<file path="config.mk">
export PLATFORM = sky130hd
export DESIGN_NAME = pc_sequencer
export DESIGN_NICKNAME = d
export VERILOG_FILES = /design/src/rtl/rv32i_pkg.sv /design/src/rtl/pc_target_sel.sv /design/src/rtl/pc_sequencer.sv
export SDC_FILE = /design/constraint.sdc
export NUM_CORES = 1
export LEC_CHECK = 0
export ABC_AREA = 0
export ABC_CLOCK_PERIOD_IN_PS = 6590
export CAP_MARGIN = 40
export CORE_ASPECT_RATIO = 0.7
export CORE_UTILIZATION = 53
export DETAILED_ROUTE_END_ITERATION = 8
export GPL_TIMING_DRIVEN = 0
export PLACE_DENSITY = 0.88
export RECOVER_POWER = 100
export SYNTH_ARGS = -nofsm -noshare
export SYNTH_HDL_FRONTEND = slang
export SYNTH_SLANG_ARGS = --single-unit
</file>
<file path="constraint.sdc">
create_clock -name clk -period 6.59 [get_ports clk]
set_clock_uncertainty 0.15 [all_clocks]
set_input_delay 0.659 -clock clk [delete_from_list [all_inputs] [get_ports clk]]
set_output_delay 0.659 -clock clk [all_outputs]
set_load 0.02 [all_outputs]
</file>
<file path="src/rtl/rv32i_pkg.sv">
// ---------------------------------------------------------------------------
// rv32i_pkg
//
// Shared definitions for the RV32I core front end.
//
// Contents:
//   pcs_state_t      - state of the program-counter sequencer FSM
//   PC_RESET_VECTOR  - PC loaded when rst_n is asserted
//   PC_TRAP_VECTOR   - PC loaded when a control transfer lands misaligned
//   PC_STEP          - sequential instruction stride in bytes
//   pc_misaligned()  - true when an address is not on a 4-byte boundary
//                      for the purposes of control-transfer trapping
// ---------------------------------------------------------------------------
package rv32i_pkg;

    // BOOT absorbs the synchronous instruction-memory latency after reset.
    // TRAP is the single cycle in which the misalign trap is reported.
    typedef enum logic [1:0] {
        BOOT = 2'd0,
        RUN  = 2'd1,
        TRAP = 2'd2
    } pcs_state_t;

    localparam logic [31:0] PC_RESET_VECTOR = 32'h0000_0000;
    localparam logic [31:0] PC_TRAP_VECTOR  = 32'h0000_0010;
    localparam logic [31:0] PC_STEP         = 32'h0000_0004;

    // Only bit 1 is checked. Bit 0 is cleared for JALR, and JAL/branch
    // immediates are always even, so bit 1 is the only bit that can break
    // 4-byte alignment of a control-transfer target.
    function automatic logic pc_misaligned(input logic [31:0] addr);
        return addr[1];
    endfunction

endpackage

</file>
<file path="src/rtl/pc_target_sel.sv">
// ---------------------------------------------------------------------------
// pc_target_sel
//
// Purely combinational target computation for the PC sequencer. Forms the
// JALR, JAL and branch targets, chooses one by priority and flags whether a
// non-sequential transfer was selected and whether its target is misaligned.
//
// Ports:
//   pc          in   32  current architectural PC
//   pc_plus4    in   32  pc + 4, the fall-through target
//   is_branch   in    1  conditional branch instruction
//   is_jal      in    1  JAL instruction
//   is_jalr     in    1  JALR instruction
//   take_branch in    1  branch condition result
//   imm         in   32  sign-extended immediate
//   rs1_val     in   32  rs1 value (JALR base)
//   target      out  32  selected next-PC candidate
//   taken       out   1  a non-sequential transfer was selected
//   misaligned  out   1  taken transfer whose target is not 4-byte aligned
// ---------------------------------------------------------------------------
module pc_target_sel
    import rv32i_pkg::*;
(
    input  logic [31:0] pc,
    input  logic [31:0] pc_plus4,
    input  logic        is_branch,
    input  logic        is_jal,
    input  logic        is_jalr,
    input  logic        take_branch,
    input  logic [31:0] imm,
    input  logic [31:0] rs1_val,
    output logic [31:0] target,
    output logic        taken,
    output logic        misaligned
);

    logic [31:0] jalr_sum;
    logic [31:0] jalr_target;
    logic [31:0] rel_target;

    // JALR clears bit 0 of the sum; JAL and branches share one pc-relative
    // adder since they never need distinct targets in the same cycle.
    always_comb begin
        jalr_sum    = rs1_val + imm;
        jalr_target = {jalr_sum[31:1], 1'b0};
        rel_target  = pc + imm;
    end

    // Priority JALR > JAL > taken branch > fall-through. take_branch is
    // only meaningful for conditional branches.
    always_comb begin
        target = pc_plus4;
        taken  = 1'b0;
        if (is_jalr) begin
            target = jalr_target;
            taken  = 1'b1;
        end else if (is_jal) begin
            target = rel_target;
            taken  = 1'b1;
        end else if (is_branch && take_branch) begin
            target = rel_target;
            taken  = 1'b1;
        end
    end

    // The fall-through path can never trap, so only taken transfers count.
    always_comb begin
        misaligned = taken && pc_misaligned(target);
    end

endmodule

</file>
<file path="src/rtl/pc_sequencer.sv">
// ---------------------------------------------------------------------------
// pc_sequencer
//
// Program-counter stage of the RV32I core. Holds the architectural PC,
// selects the next PC from the branch/jump decision, traps misaligned
// control-transfer targets, inserts a one-cycle boot bubble after reset and
// counts retired instructions.
//
// Parameters:
//   RESET_VECTOR  PC value after reset
//   TRAP_VECTOR   PC value after a misaligned-target trap
//
// Ports:
//   clk            in   1   clock, rising edge
//   rst_n          in   1   asynchronous active-low reset
//   instr_valid    in   1   decoded instruction at pc is valid
//   stall          in   1   hold the PC, no retire (wins over instr_valid)
//   is_branch      in   1   conditional branch
//   is_jal         in   1   JAL
//   is_jalr        in   1   JALR
//   take_branch    in   1   branch condition result
//   imm            in  32   sign-extended immediate
//   rs1_val        in  32   rs1 value for JALR
//   pc             out 32   registered architectural PC
//   pc_plus4       out 32   pc + 4 (link value)
//   next_pc        out 32   value pc takes at the next edge
//   redirect       out  1   non-sequential transfer committing this cycle
//   misalign_trap  out  1   one-cycle pulse while the trap is reported
//   trap_pc        out 32   PC of the last trapping instruction
//   instret        out 32   retired instruction count
// ---------------------------------------------------------------------------
module pc_sequencer
    import rv32i_pkg::*;
#(
    parameter logic [31:0] RESET_VECTOR = PC_RESET_VECTOR,
    parameter logic [31:0] TRAP_VECTOR  = PC_TRAP_VECTOR
) (
    input  logic        clk,
    input  logic        rst_n,
    input  logic        instr_valid,
    input  logic        stall,
    input  logic        is_branch,
    input  logic        is_jal,
    input  logic        is_jalr,
    input  logic        take_branch,
    input  logic [31:0] imm,
    input  logic [31:0] rs1_val,
    output logic [31:0] pc,
    output logic [31:0] pc_plus4,
    output logic [31:0] next_pc,
    output logic        redirect,
    output logic        misalign_trap,
    output logic [31:0] trap_pc,
    output logic [31:0] instret
);

    pcs_state_t  state;
    pcs_state_t  state_next;

    logic [31:0] target;
    logic        taken;
    logic        misaligned;

    logic        update;
    logic        trap_now;
    logic        retire;

    always_comb begin
        pc_plus4 = pc + PC_STEP;
    end

    pc_target_sel u_target_sel (
        .pc          (pc),
        .pc_plus4    (pc_plus4),
        .is_branch   (is_branch),
        .is_jal      (is_jal),
        .is_jalr     (is_jalr),
        .take_branch (take_branch),
        .imm         (imm),
        .rs1_val     (rs1_val),
        .target      (target),
        .taken       (taken),
        .misaligned  (misaligned)
    );

    // An instruction is only acted on in RUN; BOOT and TRAP are bubbles in
    // which every input is ignored. stall overrides instr_valid.
    always_comb begin
        update   = (state == RUN) && instr_valid && !stall;
        trap_now = update && misaligned;
        retire   = update && !misaligned;
    end

    // Next-state logic and the combinational PC outputs. next_pc is what the
    // PC register loads every cycle, so "no update" simply means next_pc = pc.
    always_comb begin
        state_next = state;
        next_pc    = pc;
        redirect   = 1'b0;
        unique case (state)
            BOOT: begin
                state_next = RUN;
            end
            RUN: begin
                if (trap_now) begin
                    next_pc    = TRAP_VECTOR;
                    state_next = TRAP;
                end else if (update) begin
                    next_pc  = target;
                    redirect = taken;
                end
            end
            TRAP: begin
                state_next = RUN;
            end
            default: begin
                state_next = BOOT;
            end
        endcase
    end

    // FSM state register.
    always_ff @(posedge clk or negedge rst_n) begin
        if (!rst_n) begin
            state <= BOOT;
        end else begin
            state <= state_next;
        end
    end

    // Architectural PC; loads next_pc unconditionally since next_pc already
    // folds in the hold cases.
    always_ff @(posedge clk or negedge rst_n) begin
        if (!rst_n) begin
            pc <= RESET_VECTOR;
        end else begin
            pc <= next_pc;
        end
    end

    // Trap reporting: the pulse is registered from the trapping cycle so it
    // is high exactly while the FSM sits in TRAP. trap_pc records the PC of
    // the offending instruction and holds until the next trap.
    always_ff @(posedge clk or negedge rst_n) begin
        if (!rst_n) begin
            misalign_trap <= 1'b0;
            trap_pc       <= 32'h0;
        end else begin
            misalign_trap <= trap_now;
            if (trap_now) begin
                trap_pc <= pc;
            end
        end
    end

    // Retired instruction counter; a trapping instruction does not retire.
    // Wraps naturally at 2^32.
    always_ff @(posedge clk or negedge rst_n) begin
        if (!rst_n) begin
            instret <= 32'h0;
        end else if (retire) begin
            instret <= instret + 32'd1;
        end
    end

endmodule

</file>
Yosys cells after proc, flatten, opt, wreduce, memory -nomap -nowiden. Index checks and enable logic that the tools add are counted.

Multipliers: 0. Div/mod/pow operators: 0. Reduce and logical (&&, ||, !) cells: 10. Shifts and indexed selects: 0. Eq/ne operators: 3. $add $sub $neg: 4. Multiplexer cells: 14. Bitwise gates (word level): 0. $lt $le $gt $ge: 0.

Operators by type and width (count): two-way mux 32 bit (6); adder 32 bit (2); adder 32 x 1 -> 32 bit, second input constant (1); adder 32 x 3 -> 32 bit, second input constant (1); logical AND 1 bit (6); two-way mux 1 bit (6); case mux 2 bit (2 select lines) (1); equality test 2 x 1 -> 1 bit, second input constant (1); equality test 2 bit, second input constant (1); zero test 1 bit (2); zero test 2 bit (1); two-way mux 2 bit (1); != test 2 bit, second input constant (1); OR reduction 2 bit (1).

Logic and storage cells: 36. Memory bits (writable): 0. Output and inout bits: 162. Memories: 0. Bits in latches: 0. Register bits after elaboration: 99. Memory bits (read-only): 0. Input port bits: 72.

Logic depth before layout (Yosys ltp). Gate-level depths: netlist of the first run.

Depth in word-level cells: 8. Gate-level depth with buffers: 12. Gate-level depth less buffers: 12.

Modules after synthesis. Synthesis of the first run repeated with hierarchy kept, for this count alone.

Cell total of the unflattened synthesis: 1087. Area, all modules: 8590.7 µm².

By module, submodules not included: pc_sequencer (area each 4580.6 µm², sequential area each 2477.4 µm², cells each 490, times used 1); pc_target_sel (area each 4010.1 µm², sequential area each 0.0 µm², cells each 597, times used 1).

Least setup slack after synthesis of the first run. Ideal clock, no wire load.

Kind: input to output. Start point: input imm[0]. End point: output next_pc[20]. Stages: 12. Path buffers: 0. Arrival time: 3.337 ns. Required time: 5.781 ns. Path slack: 2.444 ns. Cells stage by stage: ha_1 -> inv_1 -> fa_1 -> nand2b_1 -> a21oi_1 -> o311ai_2 -> a21boi_1 -> o2111ai_1 -> a21boi_1 -> nor3_1 -> o31a_1 -> o31ai_1.

Word-level cells in the longest chain between the ends: 8. Elaborated cells between the ends (all ways): 10. Those cells by class: add/sub: 2; mux: 6; reduce/logical: 2.

Ends and longest elaborated chain: start, declared (RTL line pc_sequencer.sv:46) `input logic [31:0] imm,`; adder 32 bit (RTL line pc_target_sel.sv:46) `rel_target = pc + imm;`; two-way mux 32 bit (RTL line pc_target_sel.sv:60) `end else if (is_branch && take_branch) begin`; two-way mux 32 bit (RTL line pc_target_sel.sv:57) `end else if (is_jal) begin`; two-way mux 32 bit * (RTL line pc_target_sel.sv:54) `if (is_jalr) begin`; logical AND 1 bit (RTL line pc_target_sel.sv:68) `misaligned = taken && pc_misaligned(target);`; logical AND 1 bit (RTL line pc_sequencer.sv:90) `trap_now = update && misaligned;`; two-way mux 32 bit * (RTL line pc_sequencer.sv:105) `if (trap_now) begin`; two-way mux 32 bit * (RTL line pc_sequencer.sv:100) `unique case (state)`; end, declared (RTL line pc_sequencer.sv:50) `output logic [31:0] next_pc,`.

Mark *: on every way between the ends. The rest lies on a longest branch, timed or not.

Worst setup path after layout of the first run.
Start point: input imm[6]. End point: output next_pc[31].

Word-level cells in the longest chain between the ends: 7. Elaborated cells between the ends (all ways): 8. Those cells by class: add/sub: 2; mux: 6.

Ends and longest elaborated chain: adder 32 bit (RTL line pc_target_sel.sv:46); two-way mux 32 bit (RTL line pc_target_sel.sv:60); two-way mux 32 bit (RTL line pc_target_sel.sv:57); two-way mux 32 bit * (RTL line pc_target_sel.sv:54); two-way mux 32 bit * (RTL line pc_sequencer.sv:108) `end else if (update) begin`; two-way mux 32 bit * (RTL line pc_sequencer.sv:105); two-way mux 32 bit * (RTL line pc_sequencer.sv:100).

Marked as above.

==> reports/metrics.json, run 1 <==
{
  "place": {
    "dp_hpwl_mm": 23.04,
    "placement.io_buffers": 233,
    "placed_cells_incl_taps": 1444,
    "gp_congestion": 0.9682,
    "postPlaceCellArea_mm2": 0.01085
  },
  "pwr": {
    "finalPower_w": 0.003922,
    "total_leakage_power_nw": 5.322,
    "irDropWorstVdd_v": 0.0001496,
    "power_per_cell_area_mw_per_mm2": 352.9
  },
  "yosys": {
    "yosys.area.top_type_share_pct": 30.03,
    "async_reset_ff_share_pct": 100.0,
    "syn-num-nets": 1152,
    "synthCells": 1015,
    "synth.top_cells.by_count": "sky130_fd_sc_hd__nand2_1, sky130_fd_sc_hd__dfrtp_1, sky130_fd_sc_hd__a21oi_1",
    "synth-seq-cells": 99,
    "synth_area_leaders": "sky130_fd_sc_hd__dfrtp_1, sky130_fd_sc_hd__ha_1, sky130_fd_sc_hd__nand2_1, sky130_fd_sc_hd__xnor2_1, sky130_fd_sc_hd__a21oi_1",
    "netlist-cell-type-count": 77,
    "yosysMostFrequentCell": "sky130_fd_sc_hd__nand2_1",
    "synth_top_cell_by_area": "sky130_fd_sc_hd__dfrtp_1",
    "number_of_flops_mapped_to_enable_cells_by_yosys": 0,
    "synth_seq_area_share_pct": 30.03,
    "yosysWarnings": 0,
    "syn-cell-area_mm2": 0.008250,
    "postSynth.topFlopCell": "sky130_fd_sc_hd__dfrtp_1",
    "syn-mean-instance-area_um2": 8.128
  },
  "final_layout": {
    "antennaDiodeCount": 0,
    "finish.cell_count_without_fillers": 1460,
    "nets": 1397,
    "stdcell_area_mm2": 0.01111,
    "drive_above_1_share_pct": 3.399,
    "flow.area_growth_from_synthesis_pct": 34.68
  },
  "sta": {
    "setup_total_negative_slack_ns": 0,
    "final_max_slew_violation_count": 102,
    "finalCritPeriodShare_pct": 90.69,
    "final-hold-violation-count": 0,
    "top_achievable_clock_speed_mhz": 167.3,
    "max-slew-margin-rel_pct": -87.27,
    "grt_setup_unrepaired": "no",
    "final.min_clock_period_ns": 5.977,
    "setup-violations-final": 0,
    "worstMarginPinSlew_ns": 2.809
  },
  "clock_tree": {
    "cts.repair_timing.setup_buffer_count": 0,
    "numClockSinks": 99,
    "numCtsBuffers": 9,
    "clk_path_buf_depth": 2,
    "clock_tree.htree_level_count": 3,
    "clock_tree_from_tritoncts": "done",
    "cts.clk_slew.worst_paths_ns": 0.07,
    "clk-insertion-delay-late_ns": 0.37,
    "cts_repair_resize_count": 0,
    "cts_root_buf": "sky130_fd_sc_hd__clkbuf_16",
    "hold_buffers": 0
  },
  "outcome": {
    "violations_in_the_final_reports": "capacitance limit, slew limit",
    "run_status": "finished with violations"
  },
  "setup_path": {
    "crit_path_start_kind": "input pin",
    "cp_max_fo": 5,
    "setup.worst_path.class": "input pin to primary output",
    "cp.arrival_ns": 5.17,
    "endpoint_kind": "primary output",
    "setup.reg_to_reg.worst_slack_ns": 2.57,
    "cp_data_required_time_ns": 5.78
  },
  "floorplan": {
    "floorplan.initialDensity_pct": 55.18,
    "die_h_um": 106.4,
    "core_area_mm2": 0.01495,
    "floorplan.io_pins": 234,
    "cell_rows": 37,
    "die_area_mm2": 0.01608,
    "die_width_um": 151.1
  },
  "routing": {
    "maxUsedRoutingLayer": "met4",
    "route.antenna.remaining_nets": 0,
    "wire_per_inst_um": 20.33,
    "route.met2.wl_mm": 12.20,
    "drt-total-wl_mm": 29.68,
    "detailed_routing_iterations_pass_1": 6,
    "vias": 9110,
    "avg_vias_per_cell": 6.240,
    "drc": 0,
    "met3WireLength_mm": 4.005,
    "wirelength_met1_mm": 12.59,
    "drtIter0Drc": 973
  },
  "grt": {
    "track_usage_pct": 37.39,
    "grt_antenna_before_repair": 0,
    "total_overflow_reported_by_the_global_router": 0,
    "grt_max_degree": 52,
    "first_global_vias": 8295,
    "grt_pass1_wl_mm": 45.44
  },
  "flow_run": {
    "cap_violations": 2
  },
  "min_path": {
    "holdCritPathClass": "flop to flop"
  }
}
## critical path, stage by stage
cell and delay, ns:
sky130_fd_sc_hd__dlygate4sd3_1 0.59, sky130_fd_sc_hd__ha_1 0.38, sky130_fd_sc_hd__a21oi_1 0.22, sky130_fd_sc_hd__o21ai_0 0.12
sky130_fd_sc_hd__a21oi_1 0.46, sky130_fd_sc_hd__o31ai_1 0.31, sky130_fd_sc_hd__o21ai_0 0.63, sky130_fd_sc_hd__a211oi_1 0.23
sky130_fd_sc_hd__o41ai_1 0.49, sky130_fd_sc_hd__mux2i_1 0.26, sky130_fd_sc_hd__nand3_1 0.14, sky130_fd_sc_hd__dlygate4sd3_1 0.68
## where the power goes
part	switching, W	internal (W)	leakage, nW	total, W
clock	0.000270	0.000275	0.144	0.000545
combinational	0.00138	0.000962	3.87	0.00235
sequential	0.000249	0.000782	1.31	0.00103
## state kept, by name (all words and copies together), names as in the netlist
register / flops
misalign_trap: 1
trap_pc: 32
instret: 32
pc: 32
state: 2
## path summary, 6_finish.rpt
kind | end | cells past startpoint | from
min reg2reg | trap_pc[7] | 2 | trap_pc[7]
max | next_pc[31] | 12 | imm[6]
min in group asynchronous | instret[5] | 1 | rst_n
min | trap_pc[7] | 2 | trap_pc[7]
max in group asynchronous | pc[27] | 2 | rst_n
max reg2reg | instret[31] | 12 | pc[0]
## stage by stage
step / worst slack (ns) / hold WS [ns] / utilization (%)
2_1_floorplan: 2.444 / 0.2134 / -
3_3_place_gp: 0.9999 / 0.2984 / 72.40
3_5_place_dp: 1.012 / 0.3147 / 72.57
4_1_cts: 1.004 / 0.2114 / 74.58
5_1_grt: 0.4030 / 0.3385 / 74.31
6_report: 0.6132 / 0.3220 / 74.31
## layer usage
layer	up-vias	GRT usage (%)
li1	4152	-
met1	4305	52.76
met2	567	52.75
met3	86	13.39
met4	0	11.29
met5	-	0
## layout make-up
type	count	area, um2
Clock buffer	10	239.0
Inverter	23	86.33
Fill cell	1141	3841
Tap cell	195	244.0
Multi-Input combinational cell	846	5478
Clock inverter	6	61.31
Buffer	47	196.4
Sequential cell	99	2477
Timing Repair Buffer	234	2330
## placed cells by master, fill, tap and decap left out, types with 6 or more instances in the layout
cell / Yosys / final
sky130_fd_sc_hd__dlygate4sd3_1: 0 / 165
sky130_fd_sc_hd__nand2_1: 163 / 163
sky130_fd_sc_hd__dfrtp_1: 99 / 99
sky130_fd_sc_hd__a21oi_1: 80 / 81
sky130_fd_sc_hd__nor2_1: 77 / 78
sky130_fd_sc_hd__clkdlybuf4s50_1: 0 / 67
sky130_fd_sc_hd__ha_1: 63 / 63
sky130_fd_sc_hd__xnor2_1: 56 / 56
sky130_fd_sc_hd__o21ai_0: 55 / 55
sky130_fd_sc_hd__xor2_1: 43 / 43
sky130_fd_sc_hd__clkbuf_1: 37 / 40
sky130_fd_sc_hd__nand3_1: 39 / 39
sky130_fd_sc_hd__a21o_1: 34 / 34
sky130_fd_sc_hd__inv_1: 23 / 23
sky130_fd_sc_hd__nand4_1: 18 / 18
sky130_fd_sc_hd__and3_1: 16 / 16
sky130_fd_sc_hd__nor3_1: 16 / 16
sky130_fd_sc_hd__a211oi_1: 15 / 15
sky130_fd_sc_hd__nand2b_1: 13 / 13
sky130_fd_sc_hd__o21bai_1: 11 / 11
sky130_fd_sc_hd__and2_1: 12 / 9
sky130_fd_sc_hd__clkbuf_16: 0 / 9
sky130_fd_sc_hd__a31oi_1: 8 / 8
sky130_fd_sc_hd__o21a_1: 8 / 8
sky130_fd_sc_hd__or2_2: 7 / 7
sky130_fd_sc_hd__o211ai_1: 7 / 7
sky130_fd_sc_hd__a22oi_1: 7 / 7
sky130_fd_sc_hd__o31ai_1: 6 / 6
sky130_fd_sc_hd__a22o_1: 6 / 6
## logic make-up after synthesis
logic type | synth area share [%]
XOR/XNOR | 10.71
AND/OR/NAND/NOR | 22.52
multiplexers | 0.7583
adder cells (fa/ha/maj) | 10.04
AO/OA/AOI/OAI | 22.52
flip-flops | 30.03
buffers and inverters | 3.427
(Power assumes the default switching activity.)
==> inputs of run 2 (changes only) <==
--- a/config.mk
+++ b/config.mk
@@ -6,13 +6,14 @@
 export NUM_CORES = 1
 export LEC_CHECK = 0
 export ABC_AREA = 0
-export ABC_CLOCK_PERIOD_IN_PS = 6590
+export ABC_CLOCK_PERIOD_IN_PS = 5150
 export CAP_MARGIN = 40
 export CORE_ASPECT_RATIO = 0.7
-export CORE_UTILIZATION = 53
+export CORE_UTILIZATION = 45
 export DETAILED_ROUTE_END_ITERATION = 8
 export GPL_TIMING_DRIVEN = 0
-export PLACE_DENSITY = 0.88
+export HOLD_SLACK_MARGIN = 0.08
+export PLACE_DENSITY = 0.79
 export RECOVER_POWER = 100
 export SYNTH_ARGS = -nofsm -noshare
 export SYNTH_HDL_FRONTEND = slang
==> constraint.sdc (replaced) <==
create_clock -name clk -period 5.15 [get_ports clk]
set_clock_uncertainty 0.15 [all_clocks]
set_input_delay 0.515 -clock clk [delete_from_list [all_inputs] [get_ports clk]]
set_output_delay 0.515 -clock clk [all_outputs]
set_load 0.02 [all_outputs]
==> run 2 against run 1 <==
The flow still finishes with violations (capacitance limit, slew limit); critical endpoint is now next_pc[27]; setup slack worse by 0.51 ns; largest power group unchanged; largest cell class unchanged; wire length is 0.71% higher; count of clock-buffer cells in the layout is the same; utilization fell by 12 points.
==> reports/metrics.json, run 2 (synthesis gave the netlist of run 1 again) <==
{
  "pwr": {
    "finalPower_w": 0.005021,
    "irDropWorstVdd_v": 0.0004020,
    "total_leakage_power_nw": 5.320,
    "power_per_cell_area_mw_per_mm2": 448.0
  },
  "sta": {
    "finalCritPeriodShare_pct": 98.04,
    "final.min_clock_period_ns": 5.049,
    "top_achievable_clock_speed_mhz": 198.1,
    "final-hold-violation-count": 0,
    "grt_setup_unrepaired": "no",
    "worstMarginPinSlew_ns": 2.467,
    "fin_ws_ns": 0.1009,
    "max-slew-margin-rel_pct": -64.44,
    "setup-violations-final": 0,
    "final_max_slew_violation_count": 48
  },
  "flow_run": {
    "cap_violations": 1
  },
  "grt": {
    "first_global_vias": 8152,
    "grt_pass1_wl_mm": 45.66,
    "track_usage_pct": 31.82,
    "grt_max_degree": 54,
    "total_overflow_reported_by_the_global_router": 0,
    "grt_antenna_before_repair": 0
  },
  "final_layout": {
    "layout.cells.most_common": "sky130_fd_sc_hd__nand2_1",
    "reg_top3": "instret: 32 flops, pc: 32 flops, trap_pc: 32 flops",
    "antennaDiodeCount": 0,
    "layout_common_cells": "sky130_fd_sc_hd__nand2_1, sky130_fd_sc_hd__dlygate4sd3_1, sky130_fd_sc_hd__dfrtp_1",
    "filler_cell_count": 1554,
    "nets": 1399,
    "flow.area_growth_from_synthesis_pct": 35.84,
    "drive_above_1_share_pct": 4.262
  },
  "place": {
    "gp_congestion": 0.9329,
    "placement.setup.worst_slack_ns": -0.1165,
    "placement.io_buffers": 233,
    "dp_hpwl_mm": 23.68
  },
  "clock_tree": {
    "cts.repair_timing.setup_buffer_count": 0,
    "cts.clk_slew.worst_paths_ns": 0.07,
    "clock_tree_from_tritoncts": "done",
    "clock_tree.htree_level_count": 3,
    "clk-insertion-delay-late_ns": 0.36,
    "clk_path_buf_depth": 2,
    "numClockSinks": 99,
    "cts_root_buf": "sky130_fd_sc_hd__clkbuf_16",
    "numCtsBuffers": 9
  },
  "min_path": {
    "hold_path_depth": 1,
    "worstHoldStart": "state[0]",
    "holdCritPathClass": "flop to flop"
  },
  "outcome": {
    "run_status": "finished with violations",
    "violations_in_the_final_reports": "capacitance limit, slew limit"
  },
  "setup_path": {
    "reg2reg_from": "pc[0]",
    "reg2regPathDepth": 11,
    "crit_path_start_kind": "input pin",
    "cp.arrival_ns": 4.38,
    "endpoint_kind": "primary output",
    "worst_setup_path_startpoint": "imm[18]",
    "cp_max_fo": 6,
    "setup.worst_path.class": "input pin to primary output",
    "cp_data_required_time_ns": 4.49
  },
  "routing": {
    "drt-total-wl_mm": 29.90,
    "wire_per_inst_um": 19.89,
    "detailed_routing_iterations_pass_1": 5,
    "vias": 8776,
    "avg_vias_per_cell": 5.839,
    "drtIter0Drc": 953,
    "drc": 0,
    "route.antenna.remaining_nets": 0
  },
  "floorplan": {
    "core_area_mm2": 0.01801,
    "floorplan.io_pins": 234,
    "die_width_um": 163.8,
    "die_area_mm2": 0.01889,
    "cell_rows": 41,
    "floorplan.initialDensity_pct": 45.82,
    "die_h_um": 115.3
  }
}
==> run 2: cell types whose count changed in the layout (fill, tap and decap cells not counted), sizes merged <==
| cell | previous run | this run |
|---|---|---|
| dlygate4sd2 | 0 | 2 |
| dlygate4sd3 | 165 | 152 |
| clkinvlp | 1 | 2 |
| inv | 24 | 26 |
| clkinv | 4 | 1 |
| clkbuf | 50 | 51 |
| buf | 9 | 10 |
| clkdlybuf4s50 | 67 | 78 |
==> run 2: timing repair <==
| action | CTS | global route |
|---|---|---|
| gates resized for setup | 6 | 12 |
| endpoints found under the setup margin | 5 | 6 |
| gates cloned | 0 | 0 |
| hold buffers | 1 | 0 |
| pin swaps | 0 | 0 |
| endpoints found under the hold margin | 46 | 0 |
==> run 2: metrics by stage <==
stage / setup TNS [ns] / utilization, % / hold WS, ns / cells / instance area, um2
final: 0 / 62.24 / 0.3098 / 1503 / 11210
after global routing: 0 / 62.24 / 0.3446 / 1503 / 11210
after floorplan: 0 / - / 0.06941 / 1015 / 8250
after CTS: 0 / 62.28 / 0.3153 / 1502 / 11210
after global placement: -36.16 / 60.41 / 0.2984 / 1484 / 10880
after detailed placement: -0.3563 / 60.55 / 0.3024 / 1485 / 10900
==> run 2: layout make-up <==
| class | instances | area (um2) | area share, % |
|---|---|---|---|
| clock inverter | 6 | 55.05 | 0.4912 |
| tap | 236 | 295.3 | 2.635 |
| timing repair buffer | 236 | 2336 | 20.84 |
| inverter | 23 | 86.33 | 0.7703 |
| sequential | 99 | 2477 | 22.11 |
| buffer | 47 | 197.7 | 1.764 |
| multi-input combinational | 846 | 5520 | 49.26 |
| clock buffer | 10 | 239.0 | 2.132 |
==> run 2: layer usage <==
metal  wire length, um  global-route usage [%]
met1             13990                   46.96
met3              3061                   7.251
met5                 0                       0
met4               350                   6.543
met2             12500                   47.15
==> run 2: report_power, final <==
part / switching (W) / total (W) / internal (W)
logic: 0.00176 / 0.00300 / 0.00124
registers: 0.000329 / 0.00133 / 0.00100
clock network: 0.000342 / 0.000693 / 0.000351
==> run 2: worst max-delay path, cell delays in order <==
cell and delay, ns:
sky130_fd_sc_hd__clkdlybuf4s50_1 0.50, sky130_fd_sc_hd__ha_1 0.43, sky130_fd_sc_hd__a21oi_1 0.09, sky130_fd_sc_hd__o21ai_0 0.32, sky130_fd_sc_hd__nand2_1 0.11, sky130_fd_sc_hd__a2111oi_0 0.82
sky130_fd_sc_hd__nor2_1 0.12, sky130_fd_sc_hd__mux2_2 0.31, sky130_fd_sc_hd__a2111oi_2 0.35, sky130_fd_sc_hd__a311o_2 0.18, sky130_fd_sc_hd__clkdlybuf4s50_1 0.62
==> run 2: final timing paths <==
kind / end / slack (ns)
setup / recovery: next_pc[27] / 0.10
hold / removal: state[0] / 0.31
setup reg to reg: instret[28] / 1.46
hold reg to reg: state[0] / 0.31
max in group asynchronous: pc[19] / 1.16
min in group asynchronous: trap_pc[4] / 1.30
==> inputs of run 3 (changes only) <==
--- a/config.mk
+++ b/config.mk
@@ -9,7 +9,10 @@
 export ABC_CLOCK_PERIOD_IN_PS = 5150
 export CAP_MARGIN = 40
 export CORE_ASPECT_RATIO = 0.7
+export CORE_MARGIN = 4
 export CORE_UTILIZATION = 45
+export CTS_BUF_LIST = sky130_fd_sc_hd__clkbuf_8
+export CTS_CLUSTER_SIZE = 8
 export DETAILED_ROUTE_END_ITERATION = 8
 export GPL_TIMING_DRIVEN = 0
 export HOLD_SLACK_MARGIN = 0.08
==> run 3 against run 2 <==
The run still ends with capacitance limit, slew limit left; hold slack improved by 0.0034 ns; count of clock-buffer cells in the layout fell by 1; flip-flop and latch count did not move; sequential share of layout area rose by 0.21 points.
==> reports/metrics.json, run 3 (synthesis gave the netlist of run 1 again) <==
{
  "floorplan": {
    "die_width_um": 169.8,
    "core_area_mm2": 0.01801,
    "die_h_um": 121.3,
    "die_area_mm2": 0.02060,
    "cell_rows": 41,
    "floorplan.initialDensity_pct": 45.82,
    "floorplan.io_pins": 234
  },
  "setup_path": {
    "setup.worst_path.class": "input pin to primary output",
    "crit_path_start_kind": "input pin",
    "cp_data_required_time_ns": 4.49,
    "cp_max_fo": 3,
    "cp.arrival_ns": 4.38,
    "endpoint_kind": "primary output"
  },
  "pwr": {
    "power_per_cell_area_mw_per_mm2": 435.6,
    "finalPower_w": 0.004836,
    "total_leakage_power_nw": 5.275,
    "irDropWorstVdd_v": 0.0002713
  },
  "clock_tree": {
    "clock_tree_from_tritoncts": "done",
    "numCtsBuffers": 9,
    "cts.clk_slew.worst_paths_ns": 0.10,
    "clk_path_buf_depth": 2,
    "cts_root_buf": "sky130_fd_sc_hd__clkbuf_8",
    "clk-insertion-delay-late_ns": 0.41,
    "numClockSinks": 99,
    "clock_tree.htree_level_count": 3
  },
  "final_layout": {
    "layout.cells.most_common": "sky130_fd_sc_hd__nand2_1",
    "nets": 1398,
    "antennaDiodeCount": 0,
    "layout_common_cells": "sky130_fd_sc_hd__nand2_1, sky130_fd_sc_hd__dlygate4sd3_1, sky130_fd_sc_hd__dfrtp_1",
    "drive_above_1_share_pct": 4.344,
    "flow.area_growth_from_synthesis_pct": 34.56,
    "reg_top3": "instret: 32 flops, pc: 32 flops, trap_pc: 32 flops",
    "filler_cell_count": 1622
  },
  "grt": {
    "first_global_vias": 8279,
    "track_usage_pct": 29.18,
    "total_overflow_reported_by_the_global_router": 0,
    "grt_antenna_before_repair": 0,
    "grt_max_degree": 59,
    "grt_pass1_wl_mm": 46.55
  },
  "routing": {
    "wire_per_inst_um": 20.45,
    "avg_vias_per_cell": 5.907,
    "drtIter0Drc": 997,
    "drc": 0,
    "detailed_routing_iterations_pass_1": 8,
    "vias": 8872,
    "drt-total-wl_mm": 30.71,
    "route.antenna.remaining_nets": 0
  },
  "place": {
    "placement.io_buffers": 233,
    "dp_hpwl_mm": 24.49,
    "gp_congestion": 0.9733,
    "placement.setup.worst_slack_ns": -0.2107
  },
  "sta": {
    "top_achievable_clock_speed_mhz": 198.1,
    "worstMarginPinSlew_ns": 2.386,
    "setup-violations-final": 0,
    "grt_setup_unrepaired": "no",
    "finalCritPeriodShare_pct": 98.01,
    "max-slew-margin-rel_pct": -59.10,
    "fin_ws_ns": 0.1025,
    "final.min_clock_period_ns": 5.047,
    "final-hold-violation-count": 0,
    "final_max_slew_violation_count": 43
  },
  "flow_run": {
    "cap_violations": 1
  },
  "outcome": {
    "run_status": "finished with violations",
    "violations_in_the_final_reports": "capacitance limit, slew limit"
  },
  "min_path": {
    "holdCritPathClass": "flop to flop"
  }
}
[run 3: cell types whose count changed in the layout (fill, tap and decap cells not counted), moves of 2 or more]
cell / previous run / this run
sky130_fd_sc_hd__a21oi_1: 80 / 78
sky130_fd_sc_hd__dlygate4sd3_1: 152 / 154
sky130_fd_sc_hd__clkbuf_16: 9 / 0
sky130_fd_sc_hd__clkbuf_8: 1 / 9
sky130_fd_sc_hd__clkdlybuf4s50_1: 78 / 76
sky130_fd_sc_hd__a21oi_2: 2 / 4
[run 3: area by class of cell]
cell class	count	area, um2	share of cell area, %
Multi-Input combinational cell	846	5530	49.81
Sequential cell	99	2477	22.31
Timing Repair Buffer	236	2344	21.11
Tap cell	236	295.3	2.660
Buffer	46	192.7	1.736
Clock buffer	9	123.9	1.116
Inverter	23	86.33	0.7776
Clock inverter	7	52.55	0.4733
[run 3: path summary, 6_finish.rpt]
check | startpoint | end | slack [ns] | cells past startpoint
worst max-delay path | imm[0] | next_pc[28] | 0.10 | 13
worst min-delay path | state[0] | state[0] | 0.31 | 1
worst max register to register | pc[0] | instret[26] | 1.44 | 11
worst min register to register | state[0] | state[0] | 0.31 | 1
max in group asynchronous | rst_n | trap_pc[25] | 1.21 | 3
min in group asynchronous | rst_n | trap_pc[6] | 1.22 | 2
[run 3: power breakdown]
group	switching (W)	internal, W
clock	0.000315	0.000180
combinational	0.00177	0.00124
sequential	0.000324	0.00100
total	0.00241	0.00242
[run 3: timing repair]
item | 4_1_cts | 5_1_grt
hold buffers | 1 | 0
gates resized for setup | 7 | 10
endpoints found under the hold margin | 41 | 0
setup buffers | 0 | 0
setup endpoints to repair | 7 | 11
pin swaps | 0 | 1
[run 3: per-stage QoR]
step                      std cells  setup TNS [ns]  area, um2  hold WS [ns]  utilization (%)
after CTS                      1502               0      11100        0.3178            61.66
after detailed placement       1485         -0.8298      10900        0.3031            60.55
after floorplan                1015               0       8250       0.06941                -
final                          1502               0      11100        0.3132            61.66
after global routing           1502               0      11100        0.3296            61.66
after global placement         1484          -32.33      10880        0.2986            60.41
[run 3: layer usage]
layer  vias up  global-route usage, %  wire [um]
met1      4206                  43.48      13930
met4         2                  6.637        458
met3        36                  6.610       3440
met5         -                  1.790         46
met2       481                  42.77      12840
li1       4147                      -          -
[run 3: worst max-delay path, stage by stage]
cell	delay, ns
sky130_fd_sc_hd__clkdlybuf4s50_1	0.56
sky130_fd_sc_hd__and2_1	0.17
sky130_fd_sc_hd__fa_1	0.21
sky130_fd_sc_hd__a21oi_1	0.11
sky130_fd_sc_hd__o21ai_1	0.37
sky130_fd_sc_hd__nand2_1	0.15
sky130_fd_sc_hd__a21oi_1	0.27
sky130_fd_sc_hd__o21ai_1	0.16
sky130_fd_sc_hd__a211oi_2	0.39
sky130_fd_sc_hd__o221ai_1	0.24
sky130_fd_sc_hd__mux2_2	0.31
sky130_fd_sc_hd__o211ai_1	0.22
sky130_fd_sc_hd__clkdlybuf4s50_1	0.68
